### src/rtl/signext_pipe.sv
// Registered immediate-extension stage with a 2-entry valid/ready buffer.
// Optional pop counter on port ext_count is enabled by defining SIGNEXT_PIPE_CNT_EN.
module signext_pipe #(
    parameter int IN_WIDTH  = 8,
    parameter int OUT_WIDTH = 16,
    parameter int DEPTH     = 2
) (
    input  logic                 clk,
    input  logic                 reset,
    input  logic                 in_valid,
    output logic                 in_ready,
    input  logic [IN_WIDTH-1:0]  in_data,
    input  logic [1:0]           in_mode,
    output logic                 out_valid,
    input  logic                 out_ready,
    output logic [OUT_WIDTH-1:0] out_data
`ifdef SIGNEXT_PIPE_CNT_EN
    ,
    output logic [15:0]          ext_count
`endif
);

    localparam int PAD = OUT_WIDTH - IN_WIDTH;

    if (OUT_WIDTH <= IN_WIDTH) begin : g_bad_width
        $error("signext_pipe: OUT_WIDTH must be greater than IN_WIDTH");
    end
    if (DEPTH != 2) begin : g_bad_depth
        $error("signext_pipe: only DEPTH == 2 is supported");
    end

    localparam logic [1:0] ST_EMPTY = 2'd0;
    localparam logic [1:0] ST_ONE   = 2'd1;
    localparam logic [1:0] ST_TWO   = 2'd2;

    logic [1:0]           state_q, state_d;
    logic [OUT_WIDTH-1:0] head_q, head_d;
    logic [OUT_WIDTH-1:0] tail_q, tail_d;
    logic [OUT_WIDTH-1:0] sext;
    logic [OUT_WIDTH-1:0] ext_value;
    logic                 push;
    logic                 pop;

    // Ready and valid depend only on registered occupancy, never on out_ready.
    assign in_ready  = (state_q == ST_EMPTY) || (state_q == ST_ONE);
    assign out_valid = (state_q == ST_ONE) || (state_q == ST_TWO);
    assign out_data  = head_q;

    assign push = in_valid && in_ready;
    assign pop  = out_valid && out_ready;

    assign sext = {{PAD{in_data[IN_WIDTH-1]}}, in_data};

    always_comb begin
        ext_value = '0;
        case (in_mode)
            2'b00:   ext_value = {{PAD{1'b0}}, in_data};
            2'b01:   ext_value = sext;
            2'b10:   ext_value = {sext[OUT_WIDTH-2:0], 1'b0};
            default: ext_value = {in_data, {PAD{1'b0}}};
        endcase
    end

    // ext_value only reaches state when push is true, so X on idle inputs stays out.
    always_comb begin
        state_d = state_q;
        head_d  = head_q;
        tail_d  = tail_q;
        case (state_q)
            ST_EMPTY: begin
                if (push) begin
                    head_d  = ext_value;
                    state_d = ST_ONE;
                end
            end
            ST_ONE: begin
                if (push && pop) begin
                    head_d = ext_value;
                end else if (push) begin
                    tail_d  = ext_value;
                    state_d = ST_TWO;
                end else if (pop) begin
                    state_d = ST_EMPTY;
                end
            end
            ST_TWO: begin
                if (pop) begin
                    head_d  = tail_q;
                    state_d = ST_ONE;
                end
            end
            default: state_d = ST_EMPTY;
        endcase
    end

    always_ff @(posedge clk) begin
        if (reset) begin
            state_q <= ST_EMPTY;
            head_q  <= '0;
            tail_q  <= '0;
        end else begin
            state_q <= state_d;
            head_q  <= head_d;
            tail_q  <= tail_d;
        end
    end

`ifdef SIGNEXT_PIPE_CNT_EN
    logic [15:0] cnt_q, cnt_d;

    assign cnt_d     = pop ? cnt_q + 16'd1 : cnt_q;
    assign ext_count = cnt_q;

    always_ff @(posedge clk) begin
        if (reset) begin
            cnt_q <= 16'd0;
        end else begin
            cnt_q <= cnt_d;
        end
    end
`endif

endmodule

### config.mk
export PLATFORM = sky130hd
export DESIGN_NAME = signext_pipe
export DESIGN_NICKNAME = d
export VERILOG_FILES = /design/src/rtl/signext_pipe.sv
export SDC_FILE = /design/constraint.sdc
export NUM_CORES = 1
export LEC_CHECK = 0
export ABC_AREA = 0
export BUFFER_PORTS_ARGS = -buffer_cell sky130_fd_sc_hd__buf_2
export CAP_MARGIN = 25
export CORE_MARGIN = 2
export CORE_UTILIZATION = 47
export CTS_CLUSTER_DIAMETER = 150
export DETAILED_ROUTE_END_ITERATION = 10
export GPL_ROUTABILITY_DRIVEN = 0
export PLACE_DENSITY = 0.71
export SKIP_CTS_REPAIR_TIMING = 1
export SLEW_MARGIN = 20
export SYNTH_ARGS = -nofsm -noshare
export SYNTH_HDL_FRONTEND = slang
export SYNTH_SLANG_ARGS = --single-unit
### constraint.sdc
create_clock -name clk -period 1.78 [get_ports clk]
set_input_delay 0.267 -clock clk [delete_from_list [all_inputs] [get_ports clk]]
set_output_delay 0.267 -clock clk [all_outputs]
set_load 0.005 [all_outputs]
==> out/results.tsv, run 1 <==
metric	value	unit
critPathSlowestCell	or4_1	
rrSetupSlack	0.08	ns
cp-start-kind	flop	
post_drt_wl_per_cell	13.9	um
place_hpwl	2970	um
syn_inst	214	
clk_path_buf_depth	2	
cts_root_buf	clkbuf_8	
slowest_delay	0.48	ns
crit_path_max_fanout	4	
syn2layout_area_growth	17.2	%
fin_crit	1.70	ns
synth_fp_nets	233	
required	1.96	ns
netlist_area	1890	um^2
antenna_found_initial	0	
finClkSkew	0.00319	ns
r2r-start	state_q[0]$_SDFFE_PP0P_	
cts_sinks	34	
die_width	67.4	um
cp_num_buf_inv	1	
rows	23	
p_total	2.51	mW
crit_type	reg -> reg	
worst_slew_pin_slew	0.521	ns
fp.dieH	67.4	um
path_delay_family	simple AND/OR/NAND/NOR gates	
initial_core_util	48.0	%
vias	1637	
grt_overflow	0	
drc	0	
path_cells	buf_4, ha_1, nand2b_1, o22ai_1, or4_1, and3_1	
synth_edf_count	0	
hold_path.class	in -> reg	
clk_latency	0.29	ns
layout_worst_path_cycle_share	95.5	%
fmax	588	MHz
yosysWarnings	0	
ys_ff_latch	34	
setup_tns	0	ns
irDropWorstVdd	447	uV
dr.pass1.iters	4	
synth_largest_area_cell	dfxtp_1	
timing.slew.headroom	65.3	%
grt_max_degree	29	
antenna_cells	0	
drv_slew	0	
final.fill_count	377	
min_from	in_data[0]	
coreArea	3940	um^2
tritoncts	built	
path_clk_slew	0.07	ns
die-area	4550	um^2
power_density	1130	nW/um^2
async_flop_share	0	%
pin_count	32	
yosysMostFrequentCell	dfxtp_1	
p_leak	0.962	nW
outcome	completed	
cts_buffers	5	
min_path_cells	3	
cts_htree_levels	2	
drive_above_1_share	33.6	%
timing.rr.end	state_q[0]$_SDFFE_PP0P_	
setup_viol	0	
drtIter0Drc	99	
worst-path-stages	6	
hold_viol_final	0	
synthTopCellsByCount	dfxtp_1, a21oi_1, nand2_1	
vias_per_cell	5.51	
fin_nets	265	
ys_seq_area_share	36.0	%
synth_area_leaders	dfxtp_1, a21oi_1, a211oi_1	
synthFlopType	dfxtp_1	
netlist.area_leader.share	36.0	%
synth.distinct_cells	42	
grt_pass1_vias	1507	
grt_pass1_wl	6730	um
worst_ep_arrival_time	1.88	ns
avgSynthCellArea	8.83	um^2
worst_setup_path_end_kind	flop	
grt_use_total	19.8	%
drt-total-wl	4140	um
route.antenna.remaining_nets	0	
drv_cap	0	
placement.io_buffers	31	
whs_endpoint	tail_q[0]$_SDFFE_PP0P_	
rr_worst_depth	6	
sequential cells by signal, summed over array words and instances (netlist names):
name,count
tail_q,16
state_q,2
out_data,16
metrics by stage:
step | hold slack, ns | std cells | setup slack [ns] | cell area, um^2 | util [%]
after floorplan | 0.427 | 214 | 0.0423 | 1890 | -
after global placement | 0.457 | 289 | 0.0613 | 2080 | 52.8
after detailed placement | 0.459 | 289 | 0.0172 | 2080 | 52.8
after CTS | 0.286 | 297 | 0.00785 | 2170 | 55.2
after global routing | 0.307 | 297 | -0.00393 | 2220 | 56.2
final | 0.293 | 297 | 0.0806 | 2220 | 56.2
how the worst max path moves through the flow:
stage / startpoint / end / slack [ns]
after floorplan: state_q[0]$_SDFFE_PP0P_ / state_q[0]$_SDFFE_PP0P_ / 0.04
after global placement: state_q[1]$_SDFFE_PP0P_ / state_q[0]$_SDFFE_PP0P_ / 0.06
after detailed placement: state_q[1]$_SDFFE_PP0P_ / state_q[0]$_SDFFE_PP0P_ / 0.02
after CTS: state_q[1]$_SDFFE_PP0P_ / state_q[0]$_SDFFE_PP0P_ / 0.008
after global routing: state_q[1]$_SDFFE_PP0P_ / out_data[0]$_SDFFE_PP0P_ / -0.004
final: state_q[0]$_SDFFE_PP0P_ / state_q[0]$_SDFFE_PP0P_ / 0.08
kinds of logic (layout without fill, tap and decap cells):
| group | count (synthesis) | after routing | synth area share, % |
|---|---|---|---|
| compound gates | 75 | 75 | 29.0 |
| fa+ha+maj | 5 | 5 | 3.31 |
| buf+inv | 28 | 61 | 8.07 |
| flops | 34 | 34 | 36.0 |
| mux | 7 | 7 | 4.37 |
| simple gates | 65 | 65 | 19.3 |
tightest hold or removal path, cell delays in order:
cell and delay [ns]:
buf_2 0.13, nand3b_1 0.08, a21oi_1 0.06
where the power goes:
part           internal [mW]  total (mW)  switching [mW]
Combinational          0.443       0.922           0.479
Sequential             0.915       0.989          0.0736
Clock                  0.312       0.595           0.283
Total                   1.67        2.51           0.835
layout by cell type, fill, tap and decap left out, types with 6 or more instances in the layout:
cell type	count
clkbuf_8	6
a21oi_1	21
mux2_2	6
nand2_1	16
a31o_2	7
buf_4	11
nor2b_1	6
dfxtp_1	33
a22oi_1	6
and4_1	7
a211oi_1	14
a22o_1	6
nor2_1	16
buf_2	31
inv_1	10
layout make-up:
type	instances	area (um^2)	share of cell area [%]
flip-flops and latches	34	684	30.9
clock inverters	1	5.00	0.226
inverters	10	37.5	1.69
well taps	50	62.6	2.82
clock buffers	7	86.3	3.90
multi-input cells	152	1090	49.2
repair buffers	43	249	11.2
routing by layer:
| metal | part of all wire, % | GRT usage, % |
|---|---|---|
| met4 | 1.7 | 7.14 |
| met2 | 45 | 30.6 |
| met1 | 50 | 26.6 |
| met3 | 3.3 | 5.00 |
| met5 | 0 | 0 |
No activity file was read; power rests on OpenSTA's default activity.
==> run 2, diff against run 1 <==
--- a/config.mk
+++ b/config.mk
@@ -7,13 +7,14 @@
 export LEC_CHECK = 0
 export ABC_AREA = 0
 export BUFFER_PORTS_ARGS = -buffer_cell sky130_fd_sc_hd__buf_2
-export CAP_MARGIN = 25
+export CAP_MARGIN = 20
 export CORE_MARGIN = 2
 export CORE_UTILIZATION = 47
 export CTS_CLUSTER_DIAMETER = 150
 export DETAILED_ROUTE_END_ITERATION = 10
 export GPL_ROUTABILITY_DRIVEN = 0
 export PLACE_DENSITY = 0.71
+export RECOVER_POWER = 25
 export SKIP_CTS_REPAIR_TIMING = 1
 export SLEW_MARGIN = 20
 export SYNTH_ARGS = -nofsm -noshare
==> out/results.tsv, run 2 (synthesized netlist as in run 1, its figures left out) <==
metric	value	unit	change
outcome	completed		unchanged
worst_slew_pin_slew	0.515	ns	was 0.521 ns
placement.io_buffers	31		unchanged
slowest_delay	0.48	ns	about the same
place_hpwl	2970	um	unchanged
hold_path.class	in -> reg		unchanged
crit_path_end	state_q[0]$_SDFFE_PP0P_		unchanged
internal-power	1.66	mW	was 1.67 mW
wl_met2	1880	um	was 1870 um
crit_start	state_q[0]$_SDFFE_PP0P_		unchanged
mostFrequentLayoutCells	dfxtp_1, buf_2, a21oi_1		unchanged
drc	0		unchanged
rows	23		unchanged
finalNonFillerCells	297		unchanged
fmax	588	MHz	about the same
vias_per_cell	5.51		about the same
p_comb_share	36.6	%	was 36.8%
clk_latency	0.29	ns	about the same
drt-total-wl	4140	um	about the same
maxUsedRoutingLayer	met4		unchanged
grt_pass1_vias	1507		unchanged
drv_slew	0		unchanged
crit_path_max_fanout	4		unchanged
die-area	4550	um^2	unchanged
hold_viol_final	0		unchanged
tritoncts	built		unchanged
finClkSkew	0.00328	ns	was 0.00319 ns
seqPwrFrac	39.6	%	was 39.5%
cts_buffers	5		unchanged
rrSetupSlack	0.08	ns	about the same
cp-start-kind	flop		unchanged
clk_path_buf_depth	2		unchanged
fp.dieH	67.4	um	unchanged
p_leak	0.934	nW	was 0.962 nW
worst-path-stages	6		unchanged
worst_setup_path_end_kind	flop		unchanged
irDropWorstVdd	447	uV	about the same
grt_overflow	0		unchanged
min_from	in_data[0]		unchanged
drv_cap	0		unchanged
power_switching	836	uW	was 835 uW
holdWs	0.293	ns	about the same
placed_cells_incl_taps	289		unchanged
layout_commonest_cell	dfxtp_1		unchanged
fin_util	56.0	%	was 56.2%
drive_above_1_share	30.8	%	was 33.6%
wl_met3	106	um	was 137 um
power_density	1130	nW/um^2	about the same
antenna_found_initial	0		unchanged
grt_pass1_wl	6730	um	unchanged
vias	1636		was 1637
cp_num_buf_inv	1		unchanged
fin_crit	1.70	ns	about the same
antenna_cells	0		unchanged
final.fill_count	382		was 377
crit_type	reg -> reg		unchanged
grt_max_degree	29		unchanged
required	1.96	ns	about the same
syn2layout_area_growth	16.7	%	was 17.2%
timing.slew.headroom	65.7	%	was 65.3%
post_drt_wl_per_cell	13.9	um	about the same
path_cells	buf_4, ha_1, nand2b_1, o22ai_1, or4_1, and3_1		unchanged
grt_use_total	19.8	%	unchanged
fin_nets	265		unchanged
wirelength_met1	2110	um	was 2060 um
cts_htree_levels	2		unchanged
layout_worst_path_cycle_share	95.5	%	about the same
drtIter0Drc	78		was 99
path_clk_slew	0.07	ns	about the same
pin_count	32		unchanged
initial_core_util	48.0	%	unchanged
coreArea	3940	um^2	unchanged
path_delay_family	simple AND/OR/NAND/NOR gates		unchanged
cts_root_buf	clkbuf_8		unchanged
setup_viol	0		unchanged
route.antenna.remaining_nets	0		unchanged
cts_sinks	34		unchanged
r2r-start	state_q[0]$_SDFFE_PP0P_		unchanged
rr_worst_depth	6		unchanged
sw_frac_of_total	33.5	%	was 33.3%
dr.pass1.iters	4		unchanged
clkPwrFrac	23.8	%	about the same
die_width	67.4	um	unchanged
critPathSlowestCell	or4_1		unchanged
worst_ep_arrival_time	1.88	ns	about the same
timing.rr.end	state_q[0]$_SDFFE_PP0P_		unchanged
## run 2: power by group through the flow
stage               sequential, mW  clock (mW)  combinational, mW
floorplan                     1.01           0              0.579
global placement              1.00           0              0.848
detailed placement            1.01           0              0.860
CTS                          0.989       0.611              0.863
global route                  1.01       0.637               1.03
finish                       0.990       0.595              0.914
## run 2: through the flow
stage                     power, mW  TNS [ns]  setup slack, ns  cell area [um^2]
after global placement         1.85         0           0.0613              2080
final                          2.50         0           0.0798              2210
after floorplan                1.59         0           0.0423              1890
after CTS                      2.46         0          0.00785              2170
after global routing           2.68  -0.00393         -0.00393              2210
after detailed placement       1.86         0           0.0172              2080
## run 2: worst register-to-register path, delay by kind of cell (launching register included)
| family | cells | cell delay, ns |
|---|---|---|
| flops | 1 | 0.31 |
| simple gates | 3 | 0.80 |
| fa+ha+maj | 1 | 0.23 |
| buf+inv | 1 | 0.14 |
| compound gates | 1 | 0.12 |
## run 2: how the worst min path moves through the flow
stage / to / slack [ns] / depth (start not counted)
after global routing: tail_q[0]$_SDFFE_PP0P_ / 0.31 / 3
after floorplan: tail_q[0]$_SDFFE_PP0P_ / 0.43 / 2
after CTS: tail_q[0]$_SDFFE_PP0P_ / 0.29 / 3
after global placement: out_data[8]$_SDFFE_PP0P_ / 0.46 / 1
after detailed placement: out_data[8]$_SDFFE_PP0P_ / 0.46 / 1
final: tail_q[0]$_SDFFE_PP0P_ / 0.29 / 3
## run 2: final cells by class
cell class / instances / area, um^2 / area share [%]
inverters: 10 / 37.5 / 1.70
clock buffers: 7 / 86.3 / 3.91
well taps: 50 / 62.6 / 2.83
repair buffers: 43 / 240 / 10.9
multi-input cells: 152 / 1090 / 49.4
clock inverters: 1 / 5.00 / 0.227
flip-flops and latches: 34 / 684 / 31.0
## run 2: routing by layer
| metal | global-route usage (%) | vias to the layer above |
|---|---|---|
| li1 | - | 844 |
| met1 | 26.6 | 762 |
| met2 | 30.6 | 25 |
| met3 | 5.00 | 5 |
| met4 | 7.14 | 0 |
| met5 | 0 | - |
